===== config.mk =====
export PLATFORM = sky130hd
export DESIGN_NAME = fifo_sync_mw_1r
export DESIGN_NICKNAME = d
export VERILOG_FILES = /design/src/rtl/fifo_sync_mw_1r.sv
export SDC_FILE = /design/constraint.sdc
export NUM_CORES = 1
export LEC_CHECK = 0
export ABC_CLOCK_PERIOD_IN_PS = 4000
export CAP_MARGIN = 10
export CORE_ASPECT_RATIO = 0.7
export CORE_MARGIN = 3
export CORE_UTILIZATION = 23
export DETAILED_ROUTE_END_ITERATION = 12
export PLACE_DENSITY = 0.49
export SLEW_MARGIN = 20
export SYNTH_ARGS = -nofsm -noshare
export SYNTH_HDL_FRONTEND = slang
export SYNTH_SLANG_ARGS = --single-unit

===== constraint.sdc =====
create_clock -name clk -period 4 [get_ports clk]
set_input_delay 0.8 -clock clk [delete_from_list [all_inputs] [get_ports clk]]
set_output_delay 0.8 -clock clk [all_outputs]
set_load 0.005 [all_outputs]

===== src/rtl/fifo_sync_mw_1r.sv =====
// Synchronous FIFO with WR_PORTS packed write ports and one show-ahead read port.
// Optional sticky overflow/underflow flags are built when FIFO_MW_ERR_EN is defined.
module fifo_sync_mw_1r #(
   parameter int WIDTH        = 32,
   parameter int DEPTH        = 8,
   parameter int WR_PORTS     = 4,
   parameter int AFULL_THRESH = 6
) (
   input  logic                         clk,
   input  logic                         rst_n,
   input  logic [WR_PORTS-1:0]          wr_en,
   input  logic [WR_PORTS*WIDTH-1:0]    wr_data,
   input  logic                         rd_en,
   output logic [WIDTH-1:0]             rd_data,
   output logic                         empty,
   output logic                         full,
   output logic                         almost_full,
   output logic [$clog2(DEPTH+1)-1:0]   count
`ifdef FIFO_MW_ERR_EN
   ,
   output logic                         overflow,
   output logic                         underflow
`endif
);

   localparam int CW = $clog2(DEPTH+1);
   localparam int PW = (DEPTH > 1) ? $clog2(DEPTH) : 1;

   logic [WIDTH-1:0]    mem [DEPTH];
   logic [PW-1:0]       wr_ptr;
   logic [PW-1:0]       rd_ptr;
   logic [PW-1:0]       wr_ptr_nxt;
   logic [PW-1:0]       rd_ptr_nxt;
   logic [PW-1:0]       addr [WR_PORTS];
   logic [WR_PORTS-1:0] wr_acc;
   logic                rd_acc;
   logic [CW-1:0]       n_wr;
   int                  n_acc;

   // Pointer advance wraps by comparison so DEPTH need not be a power of two.
   function automatic logic [PW-1:0] adv(input logic [PW-1:0] p, input int k);
      int s;
      s = int'(p) + k;
      if (s >= DEPTH) s = s - DEPTH;
      return PW'(s);
   endfunction

   assign empty       = (count == '0);
   assign full        = (int'(count) > DEPTH - WR_PORTS);
   assign almost_full = (int'(count) >= AFULL_THRESH);
   assign rd_data     = mem[rd_ptr];

   assign wr_acc = wr_en & {WR_PORTS{~full}};
   assign rd_acc = rd_en & ~empty;

   // Accepted ports land on consecutive slots in ascending port order, no gaps.
   always_comb begin
      n_acc = 0;
      for (int p = 0; p < WR_PORTS; p++) begin
         addr[p] = adv(wr_ptr, n_acc);
         if (wr_acc[p]) n_acc = n_acc + 1;
      end
      n_wr       = CW'(n_acc);
      wr_ptr_nxt = adv(wr_ptr, n_acc);
      rd_ptr_nxt = rd_acc ? adv(rd_ptr, 1) : rd_ptr;
   end

   always_ff @(posedge clk or negedge rst_n) begin
      if (!rst_n) begin
         wr_ptr <= '0;
         rd_ptr <= '0;
         count  <= '0;
         for (int i = 0; i < DEPTH; i++) mem[i] <= '0;
      end else begin
         for (int p = 0; p < WR_PORTS; p++) begin
            if (wr_acc[p]) mem[addr[p]] <= wr_data[p*WIDTH +: WIDTH];
         end
         wr_ptr <= wr_ptr_nxt;
         rd_ptr <= rd_ptr_nxt;
         count  <= count + n_wr - {{(CW-1){1'b0}}, rd_acc};
      end
   end

`ifdef FIFO_MW_ERR_EN
   always_ff @(posedge clk or negedge rst_n) begin
      if (!rst_n) begin
         overflow  <= 1'b0;
         underflow <= 1'b0;
      end else begin
         overflow  <= overflow | ((|wr_en) & full);
         underflow <= underflow | (rd_en & empty);
      end
   end
`endif

endmodule

==> reports/metrics.csv, run 1 <==
stage,metric,value,unit
status,outcome,completed,
detailed_routing,DR pass1 iterations,6,
worst_setup_path,CP Buf/Inv Count,3,
synth,Synth cell types,46,
clock_network,clock latency on the worst-skew pair,0.58,ns
timing,max-slew violations,0,
timing,max_slew headroom,0.2401,
synth,Synth area leaders,"dfrtp_1 33%, a2bb2oi_1 11%, a221oi_1 10%",
worst_setup_path,slowest CP cell,fa_1,
final_layout,Layout area overhead,25.34,%
synth,Cells after Synth,2280,
power,Peak VDD IR,0.4892,mV
synth,Synth Warn #,0,
clock_network,root buffer cell,clkbuf_16,
global_routing,vias in the first global route,22032,
timing,fin crit share,0.9734,
clock_network,CTS tree,yes,
synth,post-synth net total,2432,
timing,Final Hold Vio Count,0,
power,Pwr per Cell Area,894.3,nW/um^2
die,Starting Density,0.2339,
timing,final setup violation count,0,
place,GP Congestion,0.9047,
global_routing,first-pass GRT wire length,159700,um
place,Setup WS pre-CTS,-0.1644,ns
detailed_routing,DR vias,22440,
worst_setup_path,crit path capture type,register,
global_routing,maximum number of pins on one net before global-route repair,88,
place,Post-DP Area,24230,sq um
synth,synthesized flop and latch total,266,
clock_network,total CTS buffers,35,
final_layout,post-route insts no fill,3470,
synth,largest area contributor in the netlist,dfrtp_1,
synth,Post-synth EDFFs,0,
detailed_routing,vias per cell,6.467,
min_path,Hold Path Class,in -> async,
final_layout,layout cells sized above 1,0.1567,
synth,Mapped Area,20340,sq um
synth,Commonest cells post-synth,"266 x dfrtp_1, 257 x a21oi_1, 256 x a2bb2oi_1",
die,Die Height,254.8,um
timing,Max Clock Skew,0.03747,ns
worst_setup_path,CP max FO,16,
place,Final HPWL DP,68950,um
final_layout,final core utilization,0.2932,
global_routing,initial antenna violation count,14,
detailed_routing,Routed wire per std cell,32.44,um
detailed_routing,# DRC,0,
worst_setup_path,cell repeated most along the worst path,ha_1,
synth,"Seq/Total Area, Yosys",0.3273,
worst_setup_path,CP Cell Sequence,"o21a_1, nor2_1, nand2_1, ha_1, xnor2_1, ha_1, fa_1, nor4bb_2, buf_4, nand3_1, mux2i_4, buf_12, clkbuf_16, a21oi_1, a2bb2oi_1",
power,P_leak,9.788,nW
job,max cap viols,0,
worst_setup_path,crit path kind,reg -> reg,
place,PortBufs,173,
die,Cell Rows,90,
global_routing,GRT Overall Usage,0.2331,
die,Die Area,92080,sq um
clock_network,depth of the CTS H-tree,2,
final_layout,Final #Nets,2444,
clock_network,# hold bufs at CTS,0,
clock_network,Sink Count,266,
synth,Mapped Avg Cell Area,8.919,sq um
worst_setup_path,CP max stage delay,0.61,ns
worst_setup_path,crit path DAT,4.39,ns
worst_setup_path,Critical Path RT,4.49,ns
worst_setup_path,crit path launch type,register,
die,Die Span X,361.4,um
timing,fin worst setup slack,0.1063,ns
timing,fmax,256.8,MHz
detailed_routing,DRT antenna net count,0,
timing,Slew @ Worst Pin,1.140,ns
synth,cell with the most instances after synthesis,dfrtp_1,
synth,fraction of registers with async set/reset,1.000,
die,core area,86930,sq um
detailed_routing,DRT iter0 DRCs,3465,
synth,Synth Flop Type,dfrtp_1,
timing,post-layout min period,3.894,ns
global_routing,GRT Residual Overflow,0,
synth,Yosys top cell area share,0.3273,
place,placed insts,3402,
clock_network,"Reg clk slew, reported paths",0.06,ns
clock_network,Longest Clk Path Bufs,3,
final_layout,Finished Cell Area,25490,sq um
timing,Setup Total Neg Slack,0,ns
worst_setup_path,cell family with the largest share of critical-path delay,adder cells,
die,Ports,174,
detailed_routing,final WL,112600,um
-- final cells by class --
type | count | area, sq um
clock buffers | 54 | 1080
clock inverters | 8 | 82.58
repair buffers | 324 | 3631
multi-input cells | 1652 | 12530
fillers | 8989 | 61440
inverters | 13 | 48.80
diodes | 3 | 7.507
flip-flops and latches | 266 | 6668
well taps | 1150 | 1439
-- metal layers --
metal  track usage  vias up  part of all wire
met5             0        -           0.00081
met2        0.3339     1974              0.41
met1        0.3205    11201              0.41
met3       0.07912      351              0.14
met4       0.09368       14             0.038
li1              -     8900                 -
-- sequential cells by signal, indices dropped and copies added, names as in the netlist --
| signal | cells |
|---|---|
| mem | 256 |
| count | 4 |
| rd_ptr | 3 |
| wr_ptr | 3 |
-- timing repair --
item | 4_1_cts | 5_1_grt
resized for setup | 0 | 2
endpoints found under the hold margin | 0 | 0
setup endpoints to repair | 0 | 14
setup buffers | 0 | 1
-- report_power, final --
group	internal, mW	switching, mW	leakage [nW]
Clock	1.93	1.41	0.574
Combinational	6.79	7.34	6.07
Sequential	4.20	1.13	3.15
Total	12.9	9.88	9.79
-- final timing paths --
check | depth (start not counted) | slack, ns | to | start
worst max-delay path | 15 | 0.11 | mem[166] | count[1]
worst min-delay path | 1 | 0.18 | mem[28] | rst_n
worst max register to register | 15 | 0.11 | mem[166] | count[1]
worst min register to register | 1 | 0.63 | count[0] | count[0]
max in group asynchronous | 2 | 2.72 | mem[65] | rst_n
min in group clk | 1 | 0.63 | count[0] | count[0]
-- stage by stage --
step	total power, mW	hold WS, ns
6_report	22.80	0.1831
5_1_grt	23.91	0.2170
4_1_cts	22.48	0.1937
3_5_place_dp	19.05	0.6198
3_3_place_gp	18.65	0.6040
2_1_floorplan	13.33	0.5044
-- cell families after synthesis --
logic type,Yosys count,share of synthesized area
AO/OA/AOI/OAI,777,0.2867
AND/OR/NAND/NOR,725,0.1957
buffers and inverters,362,0.07285
flip-flops,266,0.3273
multiplexers,111,0.09604
XOR/XNOR,22,0.009475
adder cells (fa/ha/maj),17,0.01194
-- placed cells by master, fill, tap and decap left out, drive strengths merged, types with 13 or more instances in the layout --
cell type	instances
mux2	33
inv	14
and2	96
a21oi	257
xnor2	15
and3	32
dfrtp	266
clkbuf	56
buf	150
clkdlybuf4s50	172
a221oi	240
mux4	64
ha	13
nand3	25
a2bb2oi	256
nor3	133
nand2	33
nor2	135
or3	240
mux2i	14
(Power assumes the default switching activity.)
==> run 2, diff against run 1 <==
--- a/config.mk
+++ b/config.mk
@@ -12,7 +12,6 @@
 export CORE_UTILIZATION = 23
 export DETAILED_ROUTE_END_ITERATION = 12
 export PLACE_DENSITY = 0.49
-export SLEW_MARGIN = 20
 export SYNTH_ARGS = -nofsm -noshare
 export SYNTH_HDL_FRONTEND = slang
 export SYNTH_SLANG_ARGS = --single-unit
==> run 2 against run 1 <==
Effect of this change: setup slack gained 0.017 ns; clock power barely moved; first-iteration DRC count is 4.2% lower; die area did not move; wire length down 0.18%; clock-buffer cell count unchanged; critical endpoint is now mem[190]; sequential power hardly changed; sequential share of layout area about the same; core utilization barely moved.
==> reports/metrics.csv, run 2 (same netlist as run 1, synthesis figures left out) <==
stage,metric,value,unit,change
timing,Hold WS,0.1787,ns,was 0.1831 ns
power,Pwr Total,22.78,mW,was 22.80 mW
timing,final setup violation count,0,,unchanged
timing,max-slew violations,0,,unchanged
global_routing,vias in the first global route,22032,,unchanged
die,Die Span X,361.4,um,unchanged
final_layout,"commonest non-fill, non-tap cell in the layout",dfrtp_1,,unchanged
die,Die Area,92080,sq um,unchanged
timing,Slew @ Worst Pin,1.184,ns,was 1.140 ns
place,PortBufs,173,,unchanged
final_layout,Layout area overhead,25.32,%,was 25.34%
global_routing,initial antenna violation count,14,,unchanged
detailed_routing,DR vias,22491,,"was 22,440"
final_layout,Finished Cell Area,25480,sq um,"was 25,490 sq um"
die,Die Height,254.8,um,unchanged
worst_setup_path,CP max FO,16,,unchanged
clock_network,CTS tree,yes,,unchanged
worst_setup_path,crit path kind,reg -> reg,,unchanged
final_layout,layout cells sized above 1,0.1562,,was 0.1567
die,Starting Density,0.2339,,unchanged
global_routing,maximum number of pins on one net before global-route repair,88,,unchanged
worst_setup_path,slowest CP cell,fa_1,,unchanged
global_routing,first-pass GRT wire length,159700,um,unchanged
clock_network,Sink Count,266,,unchanged
timing,Final Hold Vio Count,0,,unchanged
clock_network,clock latency on the worst-skew pair,0.58,ns,about the same
place,placed insts,3402,,unchanged
timing,fmax,258.0,MHz,was 256.8 MHz
job,max cap viols,0,,unchanged
worst_setup_path,crit path capture type,register,,unchanged
global_routing,GRT Residual Overflow,0,,unchanged
power,Pwr per Cell Area,893.8,nW/um^2,was 894.3 nW/um^2
final_layout,final core utilization,0.2931,,was 0.2932
timing,fin crit share,0.9691,,was 0.9734
final_layout,Top reg by flops,mem,,unchanged
place,Final HPWL DP,68950,um,unchanged
global_routing,GRT Overall Usage,0.2331,,unchanged
timing,max_slew headroom,0.2053,,was 0.2401
final_layout,most frequent cells in the layout,"261 x dfrtp_1, 257 x a21oi_1, 256 x a2bb2oi_1",,unchanged
clock_network,"Reg clk slew, reported paths",0.07,ns,was 0.06 ns
final_layout,post-route insts no fill,3471,,"was 3,470"
clock_network,depth of the CTS H-tree,2,,unchanged
detailed_routing,# DRC,0,,unchanged
detailed_routing,Routed wire per std cell,32.37,um,was 32.44 um
die,Ports,174,,unchanged
worst_setup_path,CP max stage delay,0.61,ns,about the same
detailed_routing,DR pass1 iterations,6,,unchanged
die,Cell Rows,90,,unchanged
timing,post-layout min period,3.876,ns,was 3.894 ns
clock_network,Longest Clk Path Bufs,3,,unchanged
timing,Max Clock Skew,0.03571,ns,was 0.03747 ns
timing,fin worst setup slack,0.1238,ns,was 0.1063 ns
place,GP Congestion,0.9047,,unchanged
min_path,Hold Path Class,in -> async,,unchanged
detailed_routing,DRT iter0 DRCs,3320,,"was 3,465"
power,P_leak,9.782,nW,was 9.788 nW
timing,Setup Total Neg Slack,0,ns,unchanged
worst_setup_path,crit path DAT,4.36,ns,was 4.39 ns
final_layout,biggest regs,"mem x256, count x4",,unchanged
detailed_routing,vias per cell,6.480,,was 6.467
power,Peak VDD IR,0.4926,mV,was 0.4892 mV
place,Post-DP Area,24230,sq um,unchanged
clock_network,root buffer cell,clkbuf_16,,unchanged
detailed_routing,final WL,112400,um,"was 112,600 um"
die,core area,86930,sq um,unchanged
detailed_routing,DRT antenna net count,0,,unchanged
worst_setup_path,cell repeated most along the worst path,ha_1,,unchanged
worst_setup_path,Critical Path RT,4.49,ns,about the same
final_layout,max FFs per register,256,,unchanged
worst_setup_path,crit path launch type,register,,unchanged
status,outcome,completed,,unchanged
clock_network,total CTS buffers,35,,unchanged
worst_setup_path,CP Cell Sequence,"o21a_1, nor2_1, nand2_1, ha_1, xnor2_1, ha_1, fa_1, nor4bb_2, buf_4, nand3_1, mux2i_4, buf_12, clkbuf_16, a21oi_1, a2bb2oi_1",,unchanged
place,Setup WS pre-CTS,-0.1644,ns,unchanged
final_layout,Final #Nets,2444,,unchanged
-- run 2: cell count changes in the layout (fill, tap and decap cells not counted) --
cell,change
xnor2_1,+1
xnor2_2,-1
diode_2,+1
-- run 2: area by class of cell --
type / count / area [sq um]
antenna: 4 / 10.01
fill: 8990 / 61450
multi-input combinational: 1652 / 12530
tap: 1150 / 1439
timing repair buffer: 324 / 3631
clock inverter: 8 / 82.58
inverter: 13 / 48.80
sequential: 266 / 6668
clock buffer: 54 / 1080
-- run 2: per-layer routing --
metal | wire, um | track usage | part of all wire
met1 | 44920 | 0.3205 | 0.40
met2 | 46180 | 0.3339 | 0.41
met3 | 16510 | 0.07912 | 0.15
met4 | 4645 | 0.09368 | 0.041
met5 | 92 | 0 | 0.00082
-- run 2: worst paths after layout --
| path | cells after the start | endpoint | slack (ns) | startpoint |
|---|---|---|---|---|
| max | 15 | mem[190] | 0.12 | count[1] |
| min | 1 | mem[60] | 0.18 | rst_n |
| max reg2reg | 15 | mem[190] | 0.12 | count[1] |
| min reg2reg | 1 | count[0] | 0.63 | count[0] |
| max in group asynchronous | 2 | mem[37] | 2.72 | rst_n |
| min in group clk | 1 | count[0] | 0.63 | count[0] |
-- run 2: report_power, final --
group	switching, mW	leakage, nW	internal, mW	total [mW]
clock network	1.40	0.574	1.93	3.33
registers	1.13	3.15	4.20	5.33
logic	7.33	6.06	6.79	14.1
-- run 2: timing repair --
action / CTS / global route
buffers inserted: 0 / 1
resized for setup: 0 / 2
hold buffers: 0 / 0
setup endpoints to repair: 0 / 14
-- run 2: critical path, delay by kind of cell (launching register included) --
kind / cells / cell delay, ns
buf+inv: 3 / 0.57
flops: 1 / 0.44
fa+ha+maj: 3 / 1.16
compound gates: 3 / 0.45
mux: 1 / 0.23
xor+xnor: 1 / 0.15
simple gates: 4 / 0.77
